==> src/rtl/traffic_sensor_frontend.sv <==
// Car-detector front end for the traffic light controller: synchronises and
// debounces the raw switches, latches arrivals and releases them on green.

module traffic_sensor_channel #(
  parameter int         DEBOUNCE_CYCLES = 1_000_000,
  parameter int         CNT_W           = 20,
  parameter logic [2:0] GREEN_CODE      = 3'b001
) (
  input  logic       clk,
  input  logic       reset,
  input  logic       raw,
  input  logic [2:0] light,
  output logic       request,
  output logic       present
);

  localparam logic [CNT_W-1:0] CNT_LAST = CNT_W'(DEBOUNCE_CYCLES - 1);

  logic             s1_r;
  logic             s2_r;
  logic             stable_r;
  logic             stable_d_r;
  logic [CNT_W-1:0] cnt_r;
  logic             req_r;
  logic             request_r;
  logic             rise_s;
  logic             green_s;

  assign rise_s  = stable_r & ~stable_d_r;
  assign green_s = (light == GREEN_CODE);

  // Synchroniser, debouncer, request latch and registered request output.
  always_ff @(posedge clk or posedge reset) begin
    if (reset) begin
      s1_r       <= 1'b0;
      s2_r       <= 1'b0;
      stable_r   <= 1'b0;
      stable_d_r <= 1'b0;
      cnt_r      <= {CNT_W{1'b0}};
      req_r      <= 1'b0;
      request_r  <= 1'b0;
    end else begin
      s1_r       <= raw;
      s2_r       <= s1_r;
      stable_d_r <= stable_r;
      // A bounce back to the accepted level restarts the count.
      if (s2_r == stable_r) begin
        cnt_r <= {CNT_W{1'b0}};
      end else if (cnt_r == CNT_LAST) begin
        stable_r <= s2_r;
        cnt_r    <= {CNT_W{1'b0}};
      end else begin
        cnt_r <= cnt_r + CNT_W'(1);
      end
      // Green wins over a simultaneous arrival: that car is served by this green.
      if (green_s) begin
        req_r <= 1'b0;
      end else if (rise_s) begin
        req_r <= 1'b1;
      end else begin
        req_r <= req_r;
      end
      request_r <= stable_r | req_r;
    end
  end

  assign request = request_r;
  assign present = stable_r;

endmodule

module traffic_sensor_frontend #(
  parameter int         DEBOUNCE_CYCLES = 1_000_000,
  parameter int         CNT_W           = 20,
  parameter logic [2:0] GREEN_CODE      = 3'b001
) (
  input  logic       clk,
  input  logic       reset,
  input  logic       raw_a,
  input  logic       raw_b,
  input  logic [2:0] La,
  input  logic [2:0] Lb,
  output logic       sa,
  output logic       sb,
  output logic       present_a,
  output logic       present_b
);

  traffic_sensor_channel #(
    .DEBOUNCE_CYCLES(DEBOUNCE_CYCLES),
    .CNT_W          (CNT_W),
    .GREEN_CODE     (GREEN_CODE)
  ) u_chan_a (
    .clk    (clk),
    .reset  (reset),
    .raw    (raw_a),
    .light  (La),
    .request(sa),
    .present(present_a)
  );

  traffic_sensor_channel #(
    .DEBOUNCE_CYCLES(DEBOUNCE_CYCLES),
    .CNT_W          (CNT_W),
    .GREEN_CODE     (GREEN_CODE)
  ) u_chan_b (
    .clk    (clk),
    .reset  (reset),
    .raw    (raw_b),
    .light  (Lb),
    .request(sb),
    .present(present_b)
  );

endmodule

==> config.mk <==
export PLATFORM = sky130hd
export DESIGN_NAME = traffic_sensor_frontend
export DESIGN_NICKNAME = d
export VERILOG_FILES = /design/src/rtl/traffic_sensor_frontend.sv
export SDC_FILE = /design/constraint.sdc
export NUM_CORES = 1
export LEC_CHECK = 0
export CAP_MARGIN = 20
export CELL_PAD_IN_SITES_DETAIL_PLACEMENT = 0
export CELL_PAD_IN_SITES_GLOBAL_PLACEMENT = 1
export CORE_MARGIN = 2
export CORE_UTILIZATION = 50
export CTS_CLUSTER_DIAMETER = 120
export DETAILED_ROUTE_END_ITERATION = 10
export PLACE_DENSITY_LB_ADDON = 0.1
export SYNTH_ARGS = -nofsm -noshare
export SYNTH_HDL_FRONTEND = slang
export SYNTH_SLANG_ARGS = --single-unit
==> constraint.sdc <==
create_clock -name clk -period 4.85 [get_ports clk]
set_input_delay 0.97 -clock clk [delete_from_list [all_inputs] [get_ports clk]]
set_output_delay 0.97 -clock clk [all_outputs]
set_load 0.02 [all_outputs]
; Word level (Yosys, flattened, before mapping)
; Cells that the tools add are included.
[word_totals]
ff_bits = 52
inputBits = 10
output_inout_bits = 4
wordCells = 42
[op_classes]
addsub = 2
n_eq_ne = 6
muxes = 8
bitwise = 8
n_reduce_logical = 4
[op_table]
columns = operator, count
row1 = $mux W20, 4
row2 = $add A20 B1 Y20 const B, 2
row3 = $eq A20 B20 Y1 const B, 2
row4 = $eq A3 B1 Y1 const B, 2
row5 = $mux W1, 4
row6 = $not A1 Y1, 4
row7 = $reduce_and A2 Y1, 2
row8 = $reduce_bool A2 Y1, 2
row9 = $and A1 B1 Y1, 2
row10 = $eq A1 B1 Y1, 2
row11 = $or A1 B1 Y1, 2

; Depth between registers and ports, before layout
; Gate-level depths: netlist of run 1.
[depth]
depth_word = 4
depth_mapped = 6

; Hierarchy
; A second synthesis of run 1 with hierarchy kept.
[hier_totals]
hier_cells = 244
hier_area_um2 = 2434.8
[modules_own_cells]
columns = mod, instances, cells_per_inst, area_per_inst_um2, seq_area_each_um2
row1 = traffic_sensor_channel, 2, 122, 1217.4, 650.6

; Worst setup path after synthesis of run 1
; No wires, ideal clock.
[synth_timing]
path_kind = register to register
start = register u_chan_a.cnt_r[12]
end = register u_chan_a.stable_r (netlist: u_chan_a.present)
arrival_time_ps = 1942
path_slack_ps = 2784
stages_incl_launch_ff = 5
period_less_slack_ps = 2066
path_cell_list = dfrtp_1 -> or4_1 -> or4_4 -> nor2_1 -> mux2_2
[synth_via]
elab_chain_len = 2
[synth_rtl]
columns = element, line
row1 = start: declaration, 23  ; logic [CNT_W-1:0] cnt_r;
row2 = start signal: assignment, 39  ; cnt_r <= {CNT_W{1'b0}};
row3 = start signal: assignment, 48  ; cnt_r <= {CNT_W{1'b0}};
row4 = start signal: assignment, 51  ; cnt_r <= {CNT_W{1'b0}};
row5 = $eq A20 B20 Y1, 49  ; end else if (cnt_r == CNT_LAST) begin
row6 = $reduce_and A2 Y1 (no source line), -
row7 = end signal: assignment, 50  ; stable_r <= s2_r;
row8 = end: declaration, 21  ; logic stable_r;
; No other way between the ends.
; A chain may end at the register's enable or synchronous reset.

; Worst setup path in the final report of run 1
[layout_timing]
start = register u_chan_a.stable_r (netlist: u_chan_a.present)
end = output present_a
[layout_rtl]
columns = element, line
row1 = end: declaration, 85  ; output logic present_a,
; No word-level cell between the ends.

==> out/metrics.yaml, run 1 <==
drc: 0
antenna_found_initial: 0
dieArea_um2: 5375
root_buffer: "clkbuf_8"
drt_iter0_drc: 71
grt_max_degree: 53
cp.arrival_ps: 1380
grtUsageTotal_pct: 17.43
hold_path_end: "u_chan_a.s2_r$_DFF_PP0_"
postCtsHoldBufs: 0
hpwl_mm: 2.829
cts_made_buffers: 5
final_nets: 260
layout_common_cells: "dfrtp_1, nor2_1, xnor2_1, nand2_1, clkdlybuf4s50_1"
crit_chain: "clkdlybuf4s50_1"
startpoint_type: "flip-flop"
slew_viol_final: 0
clk_latency_ps: 300
core_um2: 4692
ctsHtreeMaxLevel: 2
relSlewSlack_pct: 46.61
setup_violations: 0
cts_tree: "done"
leakage_nw: 1.083
fin_cells: 303
place_inst: 294
ioPinCount: 14
register_area_um2: 1301
crit_path_top_delay_cell: "clkdlybuf4s50_1"
min-delay-start: "u_chan_a.s1_r$_DFF_PP0_"
chipWidth_um: 73.32
max_freq_mhz: 426.2
gp_congestion: 0.8005
vdd_drop_max_uv: 285.1
die_h_um: 73.32
wl_per_cell_um: 13.99
ant_nets: 0
synthCells: 230
cpPeakStageDelay_ps: 630
critical_path_buf_inv_count: 1
ys_seq_area_share_pct: 54.17
crit_fanout: 6
routed_wl_mm: 4.240
fin_skew_ps: 6.808
fin_crit_sh_pct: 48.37
portBuffers: 13
reg2reg_from: "u_chan_a.cnt_r[0]$_DFF_PP0_"
worst-setup-path-type: "reg -> out"
synthesis.area_um2: 2402
clockBufferDepth: 2
r2r-end: "u_chan_a.present$_DFFE_PP0P_"
hold_viol: 0
rsz0062_at_grt: "no"
tns_ps: 0
fin_crit_ps: 2346
fin_util_pct: 57.79
worstPathRequired_ps: 3880
worstMarginPinSlew_ps: 800.8
grt_pass1_wl_mm: 7.265
yosysWarnings: 0
power_density_nw_per_um2: 283.6
antennaDiodeCount: 0
layout_commonest_cell: "dfrtp_1"
start_util_pct: 51.20
multiInputGateArea_um2: 1044
reg2reg_slack_ps: 2630
drive_gt1_share_pct: 8.434
cts.clk_slew.worst_paths_ps: 100
post_cts_buffers: 0
gr-total-overflow: 0
status: "complete, no violations"
synth_cell_types: 33
worstSetupEndpointType: "output port"
avgViaCountPerCell: 5.449
synth_fp_nets: 242
fp-row-count: 25
fill_cells: 425
cts_resized: 0
drt_first_pass_iters: 4
cts_sinks: 52
cp_top_family: "buffers and inverters"
holdPathStages: 0
avgSynthCellArea_um2: 10.44
vias: 1651
ys_ff_latch: 52
area_delta_synth_final_pct: 12.86
hold_class: "reg -> reg"
cap_violations: 0
grt_pass1_vias: 1520
r2r_cells: 5
per-layer routing:
layer / share of wire (%) / global-route usage [%]
met1: 53 / 27.21
met2: 43 / 24.12
met3: 3.4 / 4.527
met4: 0.59 / 4.242
met5: 0 / 0
area by class of cell:
cell class | count | share of cell area (%)
timing repair buffer | 14 | 5.538
tap | 54 | 2.492
clock buffer | 5 | 2.538
multi-input combinational | 165 | 38.49
clock inverter | 3 | 1.569
sequential | 52 | 47.99
inverter | 10 | 1.384
synthesized netlist by cell type:
cell type   n  area (um^2)
or2_2       4        25.02
buf_6       1        11.26
o21ai_0     4        20.02
ha_1        2        25.02
a31o_2      1        8.760
nand2_1    13        48.80
nand4b_1    1        8.760
a21oi_1    10        50.05
o21ai_4     1        16.27
or4b_1      2        20.02
nor4bb_1    2        20.02
nand4_1     7        43.79
or4_1       5        37.54
nor3_1      7        35.03
clkbuf_1    1        3.750
o31ai_4     1        21.27
and4_1      2        17.52
mux2i_1     2        20.02
or3_1       4        25.02
or4_4       1        11.26
nor4_1      8        50.05
mux2_2      2        22.52
xnor2_1    20        175.2
nor2_1     37        138.9
and3_1      3        18.77
o31ai_1     4        30.03
buf_2       1        5.000
xor2_1      9        78.83
nand4_2     1        12.51
dfrtp_1    52         1301
nand3_1    11        55.05
nor3b_1     1        7.510
inv_1      10        37.54
power breakdown:
group          internal, mW  switching (mW)  total [mW]
clock                 0.153           0.140       0.293
combinational        0.0135          0.0188      0.0324
sequential            0.439         0.00494       0.444
total                 0.605           0.164       0.769
cell families after synthesis:
| logic type | share of synthesized area, % |
|---|---|
| AO/OA/AOI/OAI | 6.094 |
| XOR/XNOR | 10.57 |
| adder cells (fa/ha/maj) | 1.042 |
| buffers and inverters | 2.396 |
| flip-flops | 54.17 |
| multiplexers | 1.771 |
| AND/OR/NAND/NOR | 23.96 |
registers in the layout, summed over array words and instances, names as in the netlist:
| signal | cells |
|---|---|
| u_chan_b.s1_r | 1 |
| u_chan_a.req_r | 1 |
| u_chan_a.stable_d_r | 1 |
| u_chan_a.s1_r | 1 |
| u_chan_b.req_r | 1 |
| u_chan_b.request | 1 |
| u_chan_a.present | 1 |
| u_chan_b.cnt_r | 20 |
| u_chan_b.present | 1 |
| u_chan_b.s2_r | 1 |
| u_chan_a.cnt_r | 20 |
| u_chan_a.request | 1 |
| u_chan_b.stable_d_r | 1 |
| u_chan_a.s2_r | 1 |
metrics by stage:
stage | instance area [um^2] | hold slack (ps) | power (mW) | worst slack (ps)
after floorplan | 2402 | 331.2 | 0.4706 | 2622
after global placement | 2580 | 335.8 | 0.4830 | 2540
after detailed placement | 2580 | 345.0 | 0.4839 | 2550
after CTS | 2691 | 376.5 | 0.7778 | 2485
after global routing | 2711 | 379.6 | 0.8006 | 2439
final | 2711 | 367.3 | 0.7688 | 2504
how the worst max path moves through the flow:
| stage | cells after the start | startpoint | slack [ps] | endpoint |
|---|---|---|---|---|
| after global placement | 2 | reset | 2540 | u_chan_a.cnt_r[9]$_DFF_PP0_ |
| after detailed placement | 2 | reset | 2550 | u_chan_a.cnt_r[10]$_DFF_PP0_ |
| after CTS | 1 | u_chan_a.present$_DFFE_PP0P_ | 2490 | present_a |
| after floorplan | 1 | reset | 2620 | u_chan_a.cnt_r[0]$_DFF_PP0_ |
| after global routing | 1 | u_chan_a.present$_DFFE_PP0P_ | 2440 | present_a |
| final | 1 | u_chan_a.present$_DFFE_PP0P_ | 2500 | present_a |
(Power assumes the default switching activity.)
==> run 2, diff against run 1 <==
CORE_UTILIZATION = 46   (was 50)
clock period = 2.2 ns   (was 4.85 ns; I/O delays follow)
==> out/metrics.yaml, run 2 (synthesis gave the netlist of run 1 again) <==
status: "complete, no violations"  # unchanged
worstSetupEndpointType: "flip-flop"  # was output port
drc: 0  # unchanged
crit_fanout: 4  # was 6
avgViaCountPerCell: 5.126  # was 5.449
worstMarginPinSlew_ps: 400.8  # was 800.8 ps
dp_slack_ps: 157.7  # was 2550 ps
setup_ws_ps: 119.5  # was 2504 ps
wl_per_cell_um: 13.28  # was 13.99 um
worstPathRequired_ps: 2390  # was 3880 ps
whs_ps: 354.9  # was 367.3 ps
layout_common_cells: "dfrtp_1, nor2_1, xnor2_1"  # was dfrtp_1, nor2_1, xnor2_1, nand2_1, clkdlybuf4s50_1
fill_cells: 461  # was 425
antennaDiodeCount: 0  # unchanged
final_nets: 274  # was 260
portBuffers: 13  # unchanged
cts_tree: "done"  # unchanged
root_buffer: "clkbuf_8"  # unchanged
hold_viol: 0  # unchanged
ant_nets: 0  # unchanged
setup_violations: 0  # unchanged
ctsHtreeMaxLevel: 2  # unchanged
vias: 1707  # was 1651
power_density_nw_per_um2: 599.2  # was 283.6 nW/um^2
postCtsHoldBufs: 0  # unchanged
ioPinCount: 14  # unchanged
slew_viol_final: 0  # unchanged
min-delay-start: "u_chan_b.s1_r$_DFF_PP0_"  # was u_chan_a.s1_r$_DFF_PP0_
grt_pass1_vias: 1613  # was 1520
gp_congestion: 0.7801  # was 0.8005
fin_crit_ps: 2080
hpwl_mm: 3.030  # was 2.829 mm
crit_path_top_delay_cell: "or4_4"  # was clkdlybuf4s50_1
max_freq_mhz: 480.7
antenna_found_initial: 0  # unchanged
cap_violations: 0  # unchanged
register_area_um2: 1301  # unchanged
cpPeakStageDelay_ps: 520  # was 630 ps
startpoint_type: "flip-flop"  # unchanged
worst-setup-path-type: "reg -> reg"  # was reg -> out
rsz0062_at_grt: "no"  # unchanged
vdd_drop_max_uv: 365.4  # was 285.1 uV
layout_commonest_cell: "dfrtp_1"  # unchanged
drive_gt1_share_pct: 12.93  # was 8.434%
grt_pass1_wl_mm: 7.879  # was 7.265 mm
fin_crit_sh_pct: 94.57
cp.arrival_ps: 2270  # was 1380 ps
grtUsageTotal_pct: 16.92  # was 17.43%
hold_class: "reg -> reg"  # unchanged
dieArea_um2: 5816  # was 5375 um^2
drt_iter0_drc: 76  # was 71
clk_latency_ps: 300  # about the same
reg2reg_from: "u_chan_a.cnt_r[13]$_DFF_PP0_"  # was u_chan_a.cnt_r[0]$_DFF_PP0_
leakage_nw: 1.158  # was 1.083 nW
die_h_um: 76.27  # was 73.32 um
cts_resized: 0  # unchanged
crit_start: "u_chan_a.cnt_r[13]$_DFF_PP0_"  # was u_chan_a.present$_DFFE_PP0P_
reg_top3: "u_chan_a.cnt_r: 20 flops, u_chan_b.cnt_r: 20 flops"  # unchanged
core_um2: 5075  # was 4692 um^2
area_delta_synth_final_pct: 18.44  # was 12.86%
clockBufferDepth: 2  # unchanged
tns_ps: 0  # unchanged
chipWidth_um: 76.27  # was 73.32 um
drt_first_pass_iters: 4  # unchanged
cts_sinks: 52  # unchanged
crit_chain: "or4_1, or4_4, nor2_1, mux2_2"  # was clkdlybuf4s50_1
routed_wl_mm: 4.421  # was 4.240 mm
grt_max_degree: 53  # unchanged
fin_cells: 333  # was 303
cts_made_buffers: 5  # unchanged
place_inst: 325  # was 294
relSlewSlack_pct: 73.28  # was 46.61%
post_cts_buffers: 0  # unchanged
fp-row-count: 26  # was 25
multiInputGateArea_um2: 1044  # unchanged
gr-total-overflow: 0  # unchanged
start_util_pct: 47.34  # was 51.20%
fin_skew_ps: 6.743  # was 6.808 ps
cts.clk_slew.worst_paths_ps: 90  # was 100 ps
power_mw: 1.705  # was 768.8 uW
[run 2: changes by cell type in the layout (fill, tap and decap cells not counted), sizes merged]
cell	before	now
clkbuf	5	6
clkinvlp	1	0
buf	1	15
[run 2: final timing paths]
path,end,slack [ps],cells after the start
max in group asynchronous,u_chan_b.cnt_r[7]$_DFF_PP0_,1490,3
hold reg to reg,u_chan_b.s2_r$_DFF_PP0_,350,0
setup reg to reg,u_chan_a.present$_DFFE_PP0P_,120,4
setup / recovery,u_chan_a.present$_DFFE_PP0P_,120,4
min in group asynchronous,u_chan_b.present$_DFFE_PP0P_,490,3
hold / removal,u_chan_b.s2_r$_DFF_PP0_,350,0
[run 2: through the flow]
step           cell area (um^2)  util, %
2_1_floorplan              2402        -
3_3_place_gp               2738    53.94
3_5_place_dp               2738    53.94
4_1_cts                    2845    56.07
5_1_grt                    2845    56.07
6_report                   2845    56.07
[run 2: power breakdown]
group / internal (mW) / total, mW / switching, mW / leakage, nW
Sequential: 0.968 / 0.978 / 0.0104 / 0.712
Combinational: 0.0355 / 0.0777 / 0.0421 / 0.391
Clock: 0.338 / 0.649 / 0.311 / 0.0552
[run 2: critical path: cells and delay by family, from the launching register on]
family	cells	cell delay, ps
multiplexers	1	350
flip-flops	1	420
AND/OR/NAND/NOR	3	1200
[run 2: final cells by class]
| class | count | area share, % |
|---|---|---|
| clock inverter | 2 | 1.231 |
| clock buffer | 6 | 2.551 |
| timing repair buffer | 28 | 9.411 |
| inverter | 10 | 1.319 |
| tap | 70 | 3.078 |
| sequential | 52 | 45.73 |
| multi-input combinational | 165 | 36.68 |
[run 2: per-layer routing]
| layer | vias up | GRT usage [%] | part of all wire (%) |
|---|---|---|---|
| li1 | 873 | - | - |
| met1 | 805 | 25.49 | 54 |
| met2 | 25 | 23.63 | 41 |
| met3 | 4 | 4.621 | 4.2 |
| met4 | 0 | 5.455 | 1.1 |
| met5 | - | 0 | 0 |
